--- config.mk ---
export PLATFORM = sky130hd
export DESIGN_NAME = snake_mode_ctrl
export DESIGN_NICKNAME = d
export VERILOG_FILES = /design/src/rtl/snake_pkg.sv /design/src/rtl/snake_click_det.sv /design/src/rtl/snake_mode_ctrl.sv
export SDC_FILE = /design/constraint.sdc
export NUM_CORES = 1
export LEC_CHECK = 0
export ABC_AREA = 1
export BUFFER_PORTS_ARGS = -buffer_cell sky130_fd_sc_hd__buf_4
export CORE_UTILIZATION = 55
export DETAILED_ROUTE_END_ITERATION = 7
export PLACE_DENSITY = 0.77
export REMOVE_ABC_BUFFERS = 1
export SETUP_SLACK_MARGIN = 0.15
export SYNTH_ARGS = -nofsm -noshare
export SYNTH_HDL_FRONTEND = slang
export SYNTH_SLANG_ARGS = --single-unit
--- constraint.sdc ---
create_clock -name clk -period 4.1 [get_ports clk]
set_clock_uncertainty 0.1 [all_clocks]
set_input_delay 0.82 -clock clk [delete_from_list [all_inputs] [get_ports clk]]
set_output_delay 0.82 -clock clk [all_outputs]
set_load 0.02 [all_outputs]
--- src/rtl/snake_pkg.sv ---
// Shared definitions for the snake game front end.
//   game_mode      : top-level mode encoding (MENU / ERROR / GAME / ENDSCR)
//   button geometry: screen rectangles of the three menu buttons and the error button
//   BUTTON_*       : hover / button-id encodings
//   ERR_*          : error codes shown on the error screen
//   in_rect()      : point-in-rectangle test, low edges inclusive, high edges exclusive
package snake_pkg;

    typedef enum logic [1:0] {
        MENU   = 2'd0,
        ERROR  = 2'd1,
        GAME   = 2'd2,
        ENDSCR = 2'd3
    } game_mode;

    // Button geometry. The three menu buttons share one column; the error
    // button sits in the same column and is only live on the error screen.
    localparam logic [11:0] BUTTONS_X = 12'd400;
    localparam logic [11:0] BUTTONS_W = 12'd200;
    localparam logic [11:0] BUTTONS_H = 12'd60;
    localparam logic [11:0] BUTTON1_Y = 12'd200;
    localparam logic [11:0] BUTTON2_Y = 12'd300;
    localparam logic [11:0] BUTTON3_Y = 12'd400;
    localparam logic [11:0] BUTTONE_Y = 12'd350;

    localparam logic [1:0] BUTTON_NONE  = 2'd0;
    localparam logic [1:0] BUTTON_START = 2'd1;
    localparam logic [1:0] BUTTON_SOLO  = 2'd2;
    localparam logic [1:0] BUTTON_SPEED = 2'd3;

    localparam logic [1:0] ERR_NONE   = 2'd0;
    localparam logic [1:0] ERR_NOLINK = 2'd1;

    // Five seconds at 65 MHz.
    localparam int unsigned ENDSCR_TICKS_DEF = 32'd325_000_000;

    // The far edges are formed in 13 bits so a rectangle touching the top of
    // the 12-bit range cannot wrap around and swallow small coordinates.
    function automatic logic in_rect(input logic [11:0] x,  input logic [11:0] y,
                                     input logic [11:0] rx, input logic [11:0] ry,
                                     input logic [11:0] rw, input logic [11:0] rh);
        logic [12:0] x_end;
        logic [12:0] y_end;
        x_end = {1'b0, rx} + {1'b0, rw};
        y_end = {1'b0, ry} + {1'b0, rh};
        return (x >= rx) && ({1'b0, x} < x_end) &&
               (y >= ry) && ({1'b0, y} < y_end);
    endfunction

endpackage

--- src/rtl/snake_click_det.sv ---
// Mouse click detector.
//   clk, rst_n : system clock, asynchronous active-low reset
//   left       : raw mouse left-button level (asynchronous)
//   click      : one-cycle pulse, at most one per press
// The button level passes a two-flop synchroniser. A click fires on the
// synchronised high while armed; arming returns only after a synchronised low,
// so a held button never produces a second click.
module snake_click_det (
    input  logic clk,
    input  logic rst_n,
    input  logic left,
    output logic click
);

    logic sync1;
    logic sync2;
    logic armed;

    // NOTE: sequential state uses non-blocking assignments so every flop
    // samples the pre-edge value of its neighbours (the synchroniser depends on it).
    always_ff @(posedge clk or negedge rst_n) begin
        if (!rst_n) begin
            sync1 <= 1'b0;
            sync2 <= 1'b0;
            armed <= 1'b1;
            click <= 1'b0;
        end else begin
            sync1 <= left;
            sync2 <= sync1;
            click <= sync2 && armed;
            if (sync2 && armed) begin
                armed <= 1'b0;
            end else if (!sync2) begin
                armed <= 1'b1;
            end
        end
    end

endmodule

--- src/rtl/snake_mode_ctrl.sv ---
// Top-level game-mode sequencer.
//   clk, rst_n  : system clock, asynchronous active-low reset
//   xpos, ypos  : mouse pointer, already in the clk domain
//   left        : mouse left-button level, asynchronous
//   link_up     : remote player link established
//   game_over   : end of round from the game core (level)
//   mode        : current mode (MENU / ERROR / GAME / ENDSCR)
//   hover       : button under the pointer (menu buttons 1..3, or 1 = error button)
//   solo        : single-player option
//   speed       : difficulty 0..3
//   start_game  : one-cycle pulse on MENU -> GAME
//   err_code    : ERR_NONE / ERR_NOLINK
module snake_mode_ctrl
    import snake_pkg::*;
#(
    parameter int unsigned ENDSCR_TICKS = ENDSCR_TICKS_DEF,
    parameter int          CNT_W        = 32
) (
    input  logic        clk,
    input  logic        rst_n,
    input  logic [11:0] xpos,
    input  logic [11:0] ypos,
    input  logic        left,
    input  logic        link_up,
    input  logic        game_over,
    output game_mode    mode,
    output logic [1:0]  hover,
    output logic        solo,
    output logic [1:0]  speed,
    output logic        start_game,
    output logic [1:0]  err_code
);

    logic             click;
    logic [1:0]       hit_menu;
    logic             hit_err;
    logic [CNT_W-1:0] cnt;

    game_mode         mode_next;
    logic             solo_next;
    logic [1:0]       speed_next;
    logic             start_next;
    logic [1:0]       err_next;
    logic [CNT_W-1:0] cnt_next;
    logic             timeout;

    snake_click_det u_click_det (
        .clk   (clk),
        .rst_n (rst_n),
        .left  (left),
        .click (click)
    );

    // Hit test is registered for both screens independently; the mode only
    // gates which result is shown, so hover is 0 from the very first GAME cycle.
    always_ff @(posedge clk or negedge rst_n) begin
        if (!rst_n) begin
            hit_menu <= BUTTON_NONE;
            hit_err  <= 1'b0;
        end else begin
            if (in_rect(xpos, ypos, BUTTONS_X, BUTTON1_Y, BUTTONS_W, BUTTONS_H)) begin
                hit_menu <= BUTTON_START;
            end else if (in_rect(xpos, ypos, BUTTONS_X, BUTTON2_Y, BUTTONS_W, BUTTONS_H)) begin
                hit_menu <= BUTTON_SOLO;
            end else if (in_rect(xpos, ypos, BUTTONS_X, BUTTON3_Y, BUTTONS_W, BUTTONS_H)) begin
                hit_menu <= BUTTON_SPEED;
            end else begin
                hit_menu <= BUTTON_NONE;
            end
            hit_err <= in_rect(xpos, ypos, BUTTONS_X, BUTTONE_Y, BUTTONS_W, BUTTONS_H);
        end
    end

    // State register: mode plus the option/flag registers it owns.
    always_ff @(posedge clk or negedge rst_n) begin
        if (!rst_n) begin
            mode       <= MENU;
            solo       <= 1'b0;
            speed      <= 2'd1;
            start_game <= 1'b0;
            err_code   <= ERR_NONE;
            cnt        <= '0;
        end else begin
            mode       <= mode_next;
            solo       <= solo_next;
            speed      <= speed_next;
            start_game <= start_next;
            err_code   <= err_next;
            cnt        <= cnt_next;
        end
    end

    assign timeout = (cnt == CNT_W'(ENDSCR_TICKS - 1));

    // Next-state logic.
    // NOTE: every signal assigned here gets a default first, so no path can
    // leave one unassigned and infer a latch.
    always_comb begin
        mode_next  = mode;
        solo_next  = solo;
        speed_next = speed;
        start_next = 1'b0;
        err_next   = err_code;
        cnt_next   = cnt;
        case (mode)
            MENU: begin
                if (click) begin
                    case (hover)
                        BUTTON_START: begin
                            if (solo || link_up) begin
                                mode_next  = GAME;
                                start_next = 1'b1;
                            end else begin
                                mode_next = ERROR;
                                err_next  = ERR_NOLINK;
                            end
                        end
                        BUTTON_SOLO:  solo_next  = ~solo;
                        BUTTON_SPEED: speed_next = speed + 2'd1;
                        default: ;
                    endcase
                end
            end
            ERROR: begin
                if (click && hover == BUTTON_START) begin
                    mode_next = MENU;
                    err_next  = ERR_NONE;
                end
            end
            GAME: begin
                // game_over takes priority over a simultaneous link drop.
                if (game_over) begin
                    mode_next = ENDSCR;
                    cnt_next  = '0;
                end else if (!link_up && !solo) begin
                    mode_next = ERROR;
                    err_next  = ERR_NOLINK;
                end
            end
            ENDSCR: begin
                cnt_next = cnt + 1'b1;
                if (click || timeout) begin
                    mode_next = MENU;
                end
            end
            default: mode_next = MENU;
        endcase
    end

    // Output logic: hover is only meaningful on the menu and error screens.
    always_comb begin
        hover = BUTTON_NONE;
        case (mode)
            MENU:    hover = hit_menu;
            ERROR:   hover = hit_err ? BUTTON_START : BUTTON_NONE;
            default: hover = BUTTON_NONE;
        endcase
    end

endmodule

# Word-level counts from Yosys, hierarchy flattened
# Cells that the tools add are included.
# word_totals
reg_bits	47
romBits	0
ram_bits	0
inputBits	29
elab_cells	92
latchBits	0
mem_count	0
out_inout_bits	10
# op_classes
n_bitwise	1
n_lt_le_gt_ge	10
eq_ne	17
div	0
n_mul	0
n_shift	0
addsub	2
n_reduce_logical	24
muxes	26
# op_table
cell	count
32-bit case mux with 2 select lines	1
12-bit by 9-bit >= comparator with 1-bit output, second input constant	4
12-bit by 9-bit less-than comparator with 1-bit output, second input constant	4
32-bit by 1-bit adder with 32-bit output, second input constant	1
32-bit by 29-bit equality test with 1-bit output, second input constant	1
32-bit two-way mux	1
2-bit two-way mux	14
2-bit inequality test, second input constant	8
12-bit by 8-bit >= comparator with 1-bit output, second input constant	1
1-bit logical AND	12
12-bit by 10-bit less-than comparator with 1-bit output, second input constant	1
2-bit equality test, second input constant	4
2-bit case mux with 4 select lines	1
1-bit two-way mux	7
7-bit AND reduction	1
2-bit case mux with 3 select lines	1
3-bit AND reduction	2
5-bit AND reduction	1
2-bit by 1-bit equality test with 1-bit output, second input constant	2
2-bit case mux with 2 select lines	1
3-bit inequality test, second input constant	1
3-bit nonzero test	1
2-bit by 1-bit adder with 2-bit output, second input constant	1
1-bit zero test	2
6 further kinds	7

# Logic depth before layout (Yosys ltp)
# Gate-level depths: netlist of run 1.
# depth
depth_word	7
mapped_depth	11
mapped_depth_nobuf	10

# Hierarchy
# Synthesis of run 1 repeated with hierarchy kept, for this count alone.
# unflattened
cells_unflattened	474
area_unflattened_um2	3035.4
# by_module_without_submodules
mod	cells_per_inst	area_per_inst_um2	n_inst	seq_area_each_um2
snake_mode_ctrl	467	2922.8	1	1052.3
snake_click_det	7	112.6	1	101.3

# Least setup slack after synthesis of run 1
# Ideal clock, no wire load.
# synth_path
kind	register to output
start	register mode[0]
end	output hover[1]
path_buffers	1
slack_ns	2.126
t_required_ns	3.180
path_stages_with_launch	5
arrival_ns	1.054
path_cell_list	dfrtp_1 > buf_6 > nor2_1 > nand2_1 > inv_1
# synth_between
elab_chain_len	2
word_cells_on_any_way	3
classes_between	1 x eq/ne; 1 x mux; 1 x reduce/logical
# synth_rtl
item	line	text
start, declared	snake_mode_ctrl.sv:26	output game_mode mode,
start signal, assigned	snake_mode_ctrl.sv:84	mode <= mode_next;
2-bit by 1-bit equality test with 1-bit output / 2-bit zero test (equally long branches)	snake_mode_ctrl.sv:153	case (mode)
2-bit case mux with 2 select lines (*)	snake_mode_ctrl.sv:153	
end, declared	snake_mode_ctrl.sv:27	output logic [1:0] hover,
# Every way passes the cells marked *; elsewhere a longest branch is shown, timed or not.

# Worst setup path in the final report of run 1
# Same ends and word-level chain as after synthesis.

==> run summary, run 1 <==
### Clock tree
- 0.08 ns — Clock transition at path regs
- 46 — clock tree sinks
- clkbuf_8 — buffer cell driving the clock tree root
- built — CTS tree
- 0.31 ns — clk_lat worst skew
- 0 — # hold bufs at CTS
- 5 — Num CTS Buffers
- 2 — CTS max path bufs
- 0 — post-CTS resize count
- 0 — # Post-CTS Setup Buffers
- 2 — H-tree depth reported by CTS

### Routing
- 6 — length of the first detailed-routing pass in iterations
- 221 — DRC marker count from the first detailed-route iteration
- met4 — highest metal layer with signal wires
- 3110 um — metal1 wirelength
- 5.10 — number of vias per cell after detailed routing
- 6500 um — routed wire length
- 2990 um — routed wl met2
- 0 — number of design rule violations left after detail routing
- 0 — count of nets left with antenna violations after detail routing
- 2787 — number of vias in the routed layout
- 11.9 um — wire length per cell after detailed routing
- 327 um — Met3 Routed Length

### Floorplan
- 75.5 um — width of the die
- 57.5% — Starting Density
- 26 — count of standard-cell rows
- 75.5 um — Die Ht
- 5170 um^2 — Placeable Area
- 5700 um^2 — floorplan die area
- 39 — number of ports placed on the die boundary

### Timing
- 0 — number of hold violations in the final report
- 0 ns — final-layout setup total negative slack
- 0 — total count of max-transition violations in the final report
- 2.39 ns — clock period minus worst slack
- 58.3% — Final Cycle Share
- 418 MHz — achievable frequency
- 48.7% — Max transition margin
- 0 — Setup violations, final
- 1.71 ns — final setup margin
- no — setup repair after global routing missed its margin
- 0.767 ns — Worst-Margin Slew

### Synth
- 6.71 um^2 — Synth Area per Inst
- 100% — proportion of synthesized flip-flops having asynchronous set or reset
- dfrtp_1 — prevailing post-synth register cell
- 2970 um^2 — synthesized cell area
- 36 — Netlist cell types
- 443 — Synth Instances
- 38.8% — share of the yosys chip area belonging to registers
- 0 — number of enable-type register cells in the synthesized netlist
- 46 — number of synthesized register bits
- 0 — Synth Warn #

### Hold path
- flip-flop to flip-flop — class of the tightest hold or removal check

### GRT
- 2560 — via count of the first global-routing pass
- 0 — remaining global-route overflow
- 0 — number of antenna violations at the first check in global routing
- 11100 um — global-route wire length before repair
- 47 — pin count of the biggest net entering global routing
- 25.8% — all-layer global routing usage

### Power and ir drop
- 376 nW/um^2 — power density over the cells
- 191 uV — VDD IR-drop max
- 1.26 mW — Total Power Consumption
- 1.67 nW — leakage component of the power

### Placement
- 4970 um — detailed placer's ending HPWL
- 0.920 — routability congestion estimate from global placement
- 33 — number of buffers inserted by port buffering
- 1.51 ns — post-place setup slack

### Layout
- 469 — Layout fillers
- 0 — total inserted antenna cells
- 506 — Final Net Count
- 12.7% — layout overhead on the synthesized area
- 14.7% — fraction of layout instances using a drive strength above 1

### Worst setup path
- flip-flop — Critical Path Start Type
- 1.47 ns — CP Data Arrival Time
- 10 — peak fanout along the critical path
- 3.18 ns — Worst EP required
- output port — kind of capture point of the worst setup path
- flip-flop to output port — start-to-end type of the worst setup path
- dfrtp_1 — Critical Path Slowest Stage Cell
- nor2_1, nand2_1, inv_1, buf_4 — Critical Path, Cell by Cell
- 0.51 ns — CP max stage delay

### Run
- 0 — Max-Cap Viols

### Run status
- completed — outcome

## path summary, 6_finish.rpt
check                                   from           endpoint  slack [ns]  cells past startpoint
max                                  mode[0]           hover[1]        1.71                      4
min                        u_click_det.sync1  u_click_det.sync2        0.26                      0
max reg2reg                          mode[0]        err_code[0]        1.80                      7
min reg2reg                u_click_det.sync1  u_click_det.sync2        0.26                      0
max in group asynchronous              rst_n            cnt[12]        3.10                      1
min in group asynchronous              rst_n               solo        0.41                      1
## metal layers
layer  track usage [%]  up-vias
li1                  -     1454
met5                 0        -
met2              43.2       73
met3              4.63        6
met1              34.1     1254
met4              8.44        0
## placed cells by master, fill, tap and decap left out, drive strengths merged
cell / n
ha: 1
xnor2: 1
buf: 33
conb: 1
o211ai: 1
dfstp: 2
xor2: 2
a21boi: 1
o21bai: 1
o21ai: 29
o21a: 1
nand2: 126
clkbuf: 6
nor4: 2
a22o: 1
a31oi: 1
clkinv: 3
inv: 73
nor3: 12
nand3: 42
dfrtp: 44
a21oi: 12
nand3b: 2
nand4: 8
nor2: 72
## cells in the mapped netlist (4+ instances only)
cell type,count,share of area (%)
nor3_1,9,1.5
nand3_1,39,6.6
o21ai_0,25,4.2
nor2_2,8,1.7
nand4_1,8,1.7
nand2_1,118,15
nand2_2,5,1.1
nor2_1,61,7.7
inv_1,71,9.0
a21oi_1,12,2.0
dfrtp_1,44,37
o21ai_1,4,0.67
## critical path, delay by kind of cell, from the launching register on
| family | cells | cell delay [ns] |
|---|---|---|
| flip-flops | 1 | 0.51 |
| AND/OR/NAND/NOR | 2 | 0.37 |
| buffers and inverters | 2 | 0.30 |
## layout make-up
| type | count | area (um^2) | share of cell area [%] |
|---|---|---|---|
| multi-input cells | 316 | 1500 | 44.8 |
| clock buffers | 6 | 72.6 | 2.17 |
| repair buffers | 33 | 248 | 7.40 |
| clock inverters | 2 | 10.0 | 0.299 |
| flip-flops and latches | 46 | 1150 | 34.4 |
| inverters | 74 | 279 | 8.33 |
| well taps | 70 | 87.6 | 2.61 |
## power breakdown
| part | leakage [nW] | switching, mW | internal (mW) |
|---|---|---|---|
| Clock | 0.0450 | 0.152 | 0.118 |
| Sequential | 0.616 | 0.106 | 0.539 |
| Combinational | 1.01 | 0.220 | 0.123 |
| Total | 1.67 | 0.479 | 0.781 |
## cells by family (layout without fill, tap and decap cells)
kind of cell    count (synthesis)  after routing  share of synthesized area [%]
simple gates                  264            264                           40.6
buf+inv                        81            115                           10.8
compound gates                 47             47                           8.42
flops                          46             46                           38.8
xor+xnor                        3              3                          0.884
fa+ha+maj                       1              1                          0.421
other cells                     1              1                          0.126
## state kept, by name (all words and copies together) (netlist names)
signal             cells
u_click_det.sync2      1
speed                  2
u_click_det.sync1      1
hit_menu               2
err_code               1
u_click_det.click      1
u_click_det.armed      1
hit_err                1
solo                   1
cnt                   32
start_game             1
mode                   2
## stage by stage
step	instance area, um^2	cells	hold WS, ns	util, %
5_1_grt	3350	547	0.266	64.8
4_1_cts	3350	547	0.255	64.8
3_5_place_dp	3270	539	0.237	63.2
2_1_floorplan	2930	436	0.231	-
6_report	3350	547	0.259	64.8
3_3_place_gp	3270	539	0.233	63.2
Note: power is estimated with default switching activity, not from simulation.
==> run 2: changes to the inputs <==
--- a/config.mk
+++ b/config.mk
@@ -5,11 +5,11 @@
 export SDC_FILE = /design/constraint.sdc
 export NUM_CORES = 1
 export LEC_CHECK = 0
-export ABC_AREA = 1
+export ABC_AREA = 0
 export BUFFER_PORTS_ARGS = -buffer_cell sky130_fd_sc_hd__buf_4
-export CORE_UTILIZATION = 55
+export CORE_UTILIZATION = 51
 export DETAILED_ROUTE_END_ITERATION = 7
-export PLACE_DENSITY = 0.77
+export PLACE_DENSITY = 0.76
 export REMOVE_ABC_BUFFERS = 1
 export SETUP_SLACK_MARGIN = 0.15
 export SYNTH_ARGS = -nofsm -noshare
==> constraint.sdc (replaced) <==
create_clock -name clk -period 2.1 [get_ports clk]
set_clock_uncertainty 0.1 [all_clocks]
set_input_delay 0.42 -clock clk [delete_from_list [all_inputs] [get_ports clk]]
set_output_delay 0.42 -clock clk [all_outputs]
set_load 0.02 [all_outputs]
==> run summary, run 2 <==
### Layout
- dfrtp_1, buf_4, nand2_1 — most used cells in the layout excluding fill and tap cells
- dfrtp_1 — leading cell type in the layout, fill and taps excluded
- 3060 um^2 — final instance area
- 361 — Finished Layout Cells
- 18.2% — layout overhead on the synthesized area
- 63.5% — share of the core filled with cells in the final layout
- 32 — Largest register FFs
- 0 — total inserted antenna cells
- cnt — Reg with most FFs
- 323 — Final Net Count
- 23.1% — fraction of layout instances using a drive strength above 1

### Routing
- 5.80 — number of vias per cell after detailed routing
- 0 — number of design rule violations left after detail routing
- 2093 — number of vias in the routed layout
- 14.8 um — wire length per cell after detailed routing
- 0 — count of nets left with antenna violations after detail routing
- 4 — length of the first detailed-routing pass in iterations
- 173 — DRC marker count from the first detailed-route iteration
- 5360 um — routed wire length

### Clock tree
- 46 — clock tree sinks
- 0.31 ns — clk_lat worst skew
- built — CTS tree
- 2 — H-tree depth reported by CTS
- 5 — Num CTS Buffers
- clkbuf_8 — buffer cell driving the clock tree root
- 0.09 ns — Clock transition at path regs
- 2 — CTS max path bufs
- 0 — # hold bufs at CTS

### Floorplan
- 25 — count of standard-cell rows
- 5360 um^2 — floorplan die area
- 53.7% — Starting Density
- 73.2 um — Die Ht
- 4820 um^2 — Placeable Area
- 73.2 um — width of the die
- 39 — number of ports placed on the die boundary

### Synth
- simple AND/OR/NAND/NOR gates — dominant combinational cell family by area after synthesis
- 100% — proportion of synthesized flip-flops having asynchronous set or reset
- 27.8% — area share of and/or/nand/nor cells after synthesis
- 46 — number of synthesized register bits
- 11.4% — post-synthesis compound-gate area fraction
- dfrtp_1, mux2i_1, nand4_1 — top cells by area, synth
- dfrtp_1, nand2_1, mux2i_1 — top cells by count, synth
- 259 — Synth Instances
- 10.5% — portion of netlist area occupied by mux cells
- dfrtp_1 — cell with the most instances after synthesis
- 0.483% — post-synthesis share of cell area spent on full adders, half adders and majority gates
- dfrtp_1 — dominant cell type by area after synthesis
- 10.0 um^2 — Synth Area per Inst
- 2590 um^2 — synthesized cell area
- 44.6% — share of the yosys chip area belonging to registers
- 60 — Netlist cell types
- 0 — Synth Warn #
- dfrtp_1 — prevailing post-synth register cell
- 1.35% — xor/xnor share of the synthesized area
- 0 — number of enable-type register cells in the synthesized netlist
- 42.5% — Yosys top cell area share

### Worst setup path
- 0.50 ns — CP max stage delay
- flip-flop — Critical Path Start Type
- 1.35 ns — CP Data Arrival Time
- flip-flops — category of cells accounting for the largest share of critical-path delay
- 11 — peak fanout along the critical path
- output port — kind of capture point of the worst setup path
- dfrtp_1 — Critical Path Slowest Stage Cell
- buf_4, a21oi_2, buf_4 — Critical Path, Cell by Cell
- 1.58 ns — Worst EP required
- 2 — Crit path buffers/inverters
- buf_4 — CP dominant cell by count
- flip-flop to output port — start-to-end type of the worst setup path

### GRT
- 22.2% — all-layer global routing usage
- 1920 — via count of the first global-routing pass
- 0 — number of antenna violations at the first check in global routing
- 47 — pin count of the biggest net entering global routing
- 0 — remaining global-route overflow
- 8980 um — global-route wire length before repair

### Timing
- 89.3% — Final Cycle Share
- 1.87 ns — clock period minus worst slack
- 61.7% — Max transition margin
- no — setup repair after global routing missed its margin
- 534 MHz — achievable frequency
- 5 — number of hold violations in the final report
- 0.574 ns — Worst-Margin Slew
- -0.00648 ns — minimum hold slack
- 0 — total count of max-transition violations in the final report
- 0.226 ns — final setup margin
- 0 ns — final-layout setup total negative slack
- 0 — Setup violations, final

### Placement
- 3800 um — detailed placer's ending HPWL
- 2900 um^2 — instance area after placement
- 353 — number of cells after detailed placement
- 33 — number of buffers inserted by port buffering
- 0.260 ns — post-place setup slack
- 0.780 — routability congestion estimate from global placement

### Run status
- hold timing — violations in the final reports
- finished with violations — outcome

### Run
- 0 — Max-Cap Viols

### Power and ir drop
- 1.53 nW — leakage component of the power
- 746 nW/um^2 — power density over the cells
- 2.28 mW — Total Power Consumption
- 638 uV — VDD IR-drop max

### Hold path
- input port to async pin — class of the tightest hold or removal check

-- run 2: layout make-up --
type,instances,area (um^2)
clock buffers,5,68.8
clock inverters,3,68.8
fillers,404,1760
inverters,8,30.0
multi-input cells,193,1360
flip-flops and latches,46,1150
well taps,67,83.8
repair buffers,39,293
-- run 2: worst paths after layout --
| path | start | to | slack [ns] | cells past startpoint |
|---|---|---|---|---|
| min in group clk | left | u_click_det.sync1 | 0.12 | 1 |
| min reg2reg | u_click_det.sync1 | u_click_det.sync2 | 0.26 | 0 |
| max reg2reg | cnt[7] | mode[1] | 0.29 | 4 |
| min | rst_n | cnt[30] | -0.006 | 1 |
| max | mode[1] | hover[0] | 0.23 | 3 |
| max in group asynchronous | rst_n | mode[0] | 1.47 | 1 |
-- run 2: kinds of logic after synthesis --
| group | after synthesis |
|---|---|
| AND/OR/NAND/NOR | 123 |
| flip-flops | 46 |
| AO/OA/AOI/OAI | 37 |
| multiplexers | 27 |
| buffers and inverters | 20 |
| XOR/XNOR | 4 |
| adder cells (fa/ha/maj) | 1 |
| other | 1 |
-- run 2: layer usage --
layer	GRT usage [%]	routed length (um)
met3	3.87	170
met5	0	0
met4	8.71	85
met2	34.6	2530
met1	30.9	2570
-- run 2: power breakdown --
group	leakage [nW]	internal, mW	switching, mW
registers	0.576	1.01	0.167
logic	0.888	0.152	0.161
clock network	0.0683	0.477	0.314
-- run 2: timing repair --
| item | CTS | global route |
|---|---|---|
| resized for setup | 2 | 2 |
| endpoints found under the setup margin | 2 | 2 |
| pin swaps | 0 | 1 |
| buffers inserted | 0 | 0 |
==> run 3: changes to the inputs <==
--- a/config.mk
+++ b/config.mk
@@ -6,10 +6,11 @@
 export NUM_CORES = 1
 export LEC_CHECK = 0
 export ABC_AREA = 0
-export BUFFER_PORTS_ARGS = -buffer_cell sky130_fd_sc_hd__buf_4
-export CORE_UTILIZATION = 51
+export CORE_UTILIZATION = 55
 export DETAILED_ROUTE_END_ITERATION = 7
-export PLACE_DENSITY = 0.76
+export DONT_BUFFER_PORTS = 1
+export GPL_TIMING_DRIVEN = 0
+export PLACE_DENSITY = 0.73
 export REMOVE_ABC_BUFFERS = 1
 export SETUP_SLACK_MARGIN = 0.15
 export SYNTH_ARGS = -nofsm -noshare
==> run summary, run 3 (same netlist as run 2, synthesis figures left out) <==
### Floorplan
- 58.2% — Starting Density
- 39 — number of ports placed on the die boundary
- 4990 um^2 — floorplan die area
- 24 — count of standard-cell rows
- 4440 um^2 — Placeable Area
- 70.6 um — width of the die
- 70.6 um — Die Ht

### Timing
- 0.105 ns — final setup margin
- 0.671 ns — Worst-Margin Slew
- 501 MHz — achievable frequency
- 1.99 ns — clock period minus worst slack
- 0.0452 ns — minimum hold slack
- yes — setup repair after global routing missed its margin
- 55.1% — Max transition margin
- 0 — total count of max-transition violations in the final report
- 95.0% — Final Cycle Share
- 0 — Setup violations, final
- 0 ns — final-layout setup total negative slack
- 0 — number of hold violations in the final report

### Worst setup path
- output port — kind of capture point of the worst setup path
- flip-flop to output port — start-to-end type of the worst setup path
- 1.47 ns — CP Data Arrival Time
- 1.58 ns — Worst EP required
- 0 — Crit path buffers/inverters
- nor3b_2 — Critical Path, Cell by Cell
- flip-flop — Critical Path Start Type
- 0.62 ns — CP max stage delay
- 0.22 ns — FF-to-FF setup slack
- 20 — peak fanout along the critical path
- flip-flops — category of cells accounting for the largest share of critical-path delay
- dfrtp_4 — Critical Path Slowest Stage Cell

### Power and ir drop
- 549 uV — VDD IR-drop max
- 1.33 nW — leakage component of the power
- 746 nW/um^2 — power density over the cells
- 56.9% — part of the total power dissipated in sequential elements
- 28.8% — switching fraction of total power
- 12.9% — Logic pwr share
- 1.47 mW — Internal Power
- 0.595 mW — switching power
- 2.07 mW — Total Power Consumption
- 30.1% — power share of the clock group

### Layout
- cnt — Reg with most FFs
- 311 — Finished Layout Cells
- 7.01% — layout overhead on the synthesized area
- dfrtp_1, nand2_1, mux2i_1 — most used cells in the layout excluding fill and tap cells
- 12.0% — fraction of layout instances using a drive strength above 1
- 32 — Largest register FFs
- 288 — Final Net Count
- 393 — Layout fillers
- dfrtp_1 — leading cell type in the layout, fill and taps excluded
- 0 — total inserted antenna cells

### Routing
- 2410 um — routed wl met2
- 2530 um — metal1 wirelength
- 141 — DRC marker count from the first detailed-route iteration
- 238 um — Met3 Routed Length
- 1968 — number of vias in the routed layout
- 5230 um — routed wire length
- 0 — count of nets left with antenna violations after detail routing
- 16.8 um — wire length per cell after detailed routing
- 0 — number of design rule violations left after detail routing
- met4 — highest metal layer with signal wires
- 6.33 — number of vias per cell after detailed routing
- 4 — length of the first detailed-routing pass in iterations

### GRT
- 22.0% — all-layer global routing usage
- 0 — remaining global-route overflow
- 0 — number of antenna violations at the first check in global routing
- 1850 — via count of the first global-routing pass
- 47 — pin count of the biggest net entering global routing
- 8540 um — global-route wire length before repair

### Placement
- -0.328 ns — post-place setup slack
- 3470 um — detailed placer's ending HPWL
- 0.793 — routability congestion estimate from global placement
- 0 — number of buffers inserted by port buffering
- 299 — number of cells after detailed placement

### Clock tree
- clkbuf_8 — buffer cell driving the clock tree root
- 0.08 ns — Clock transition at path regs
- 2 — H-tree depth reported by CTS
- 2 — CTS max path bufs
- 5 — Num CTS Buffers
- 46 — clock tree sinks
- built — CTS tree
- 0.30 ns — clk_lat worst skew

### Run status
- completed — outcome

### Run
- 0 — Max-Cap Viols

### Hold path
- input port to flip-flop — class of the tightest hold or removal check

[run 3: cell types whose count changed in the layout (fill, tap and decap cells not counted), moves of 2 or more]
cell and change:
buf_4 -38, dfrtp_4 +2, clkbuf_8 +3, bufinv_16 -2
[run 3: what timing repair did]
action / 4_1_cts / 5_1_grt
setup buffers: 1 / 0
pin swaps: 2 / 0
setup endpoints to repair: 38 / 27
endpoints found under the hold margin: 46 / 0
hold buffers: 2 / 0
resized for setup: 5 / 2
gates cloned: 1 / 0
[run 3: through the flow]
| step | area [um^2] | util (%) |
|---|---|---|
| final | 2770 | 62.3 |
| after global routing | 2770 | 62.3 |
| after CTS | 2770 | 62.3 |
| after detailed placement | 2590 | 58.2 |
| after global placement | 2590 | 58.2 |
| after floorplan | 2520 | - |
[run 3: final cells by class]
class | instances | area [um^2] | area share, %
Clock buffer | 8 | 110 | 3.97
Inverter | 8 | 30.0 | 1.08
Multi-Input combinational cell | 194 | 1360 | 49.1
Sequential cell | 46 | 1160 | 41.9
Tap cell | 52 | 65.1 | 2.35
Timing Repair Buffer | 3 | 45.0 | 1.63
[run 3: power by group through the flow]
| stage | Sequential, mW | Combinational, mW | Clock (mW) |
|---|---|---|---|
| after global placement | 1.19 | 0.229 | 0 |
| after CTS | 1.17 | 0.272 | 0.641 |
| after floorplan | 1.15 | 0.210 | 0 |
| after detailed placement | 1.19 | 0.244 | 0 |
| final | 1.18 | 0.267 | 0.622 |
| after global routing | 1.20 | 0.310 | 0.670 |
[run 3: final timing paths]
| path | end | from | depth (start not counted) |
|---|---|---|---|
| max in group asynchronous | speed[0] | rst_n | 2 |
| min in group asynchronous | cnt[13] | rst_n | 2 |
| hold reg to reg | u_click_det.sync2 | u_click_det.sync1 | 0 |
| setup / recovery | hover[1] | mode[1] | 1 |
| setup reg to reg | cnt[20] | mode[1] | 4 |
| hold / removal | u_click_det.sync1 | left | 0 |
[run 3: metal layers]
layer | global-route usage [%] | up-vias
met5 | 0 | -
met4 | 6.00 | 0
met3 | 5.84 | 7
met2 | 35.0 | 43
met1 | 30.2 | 951
li1 | - | 967
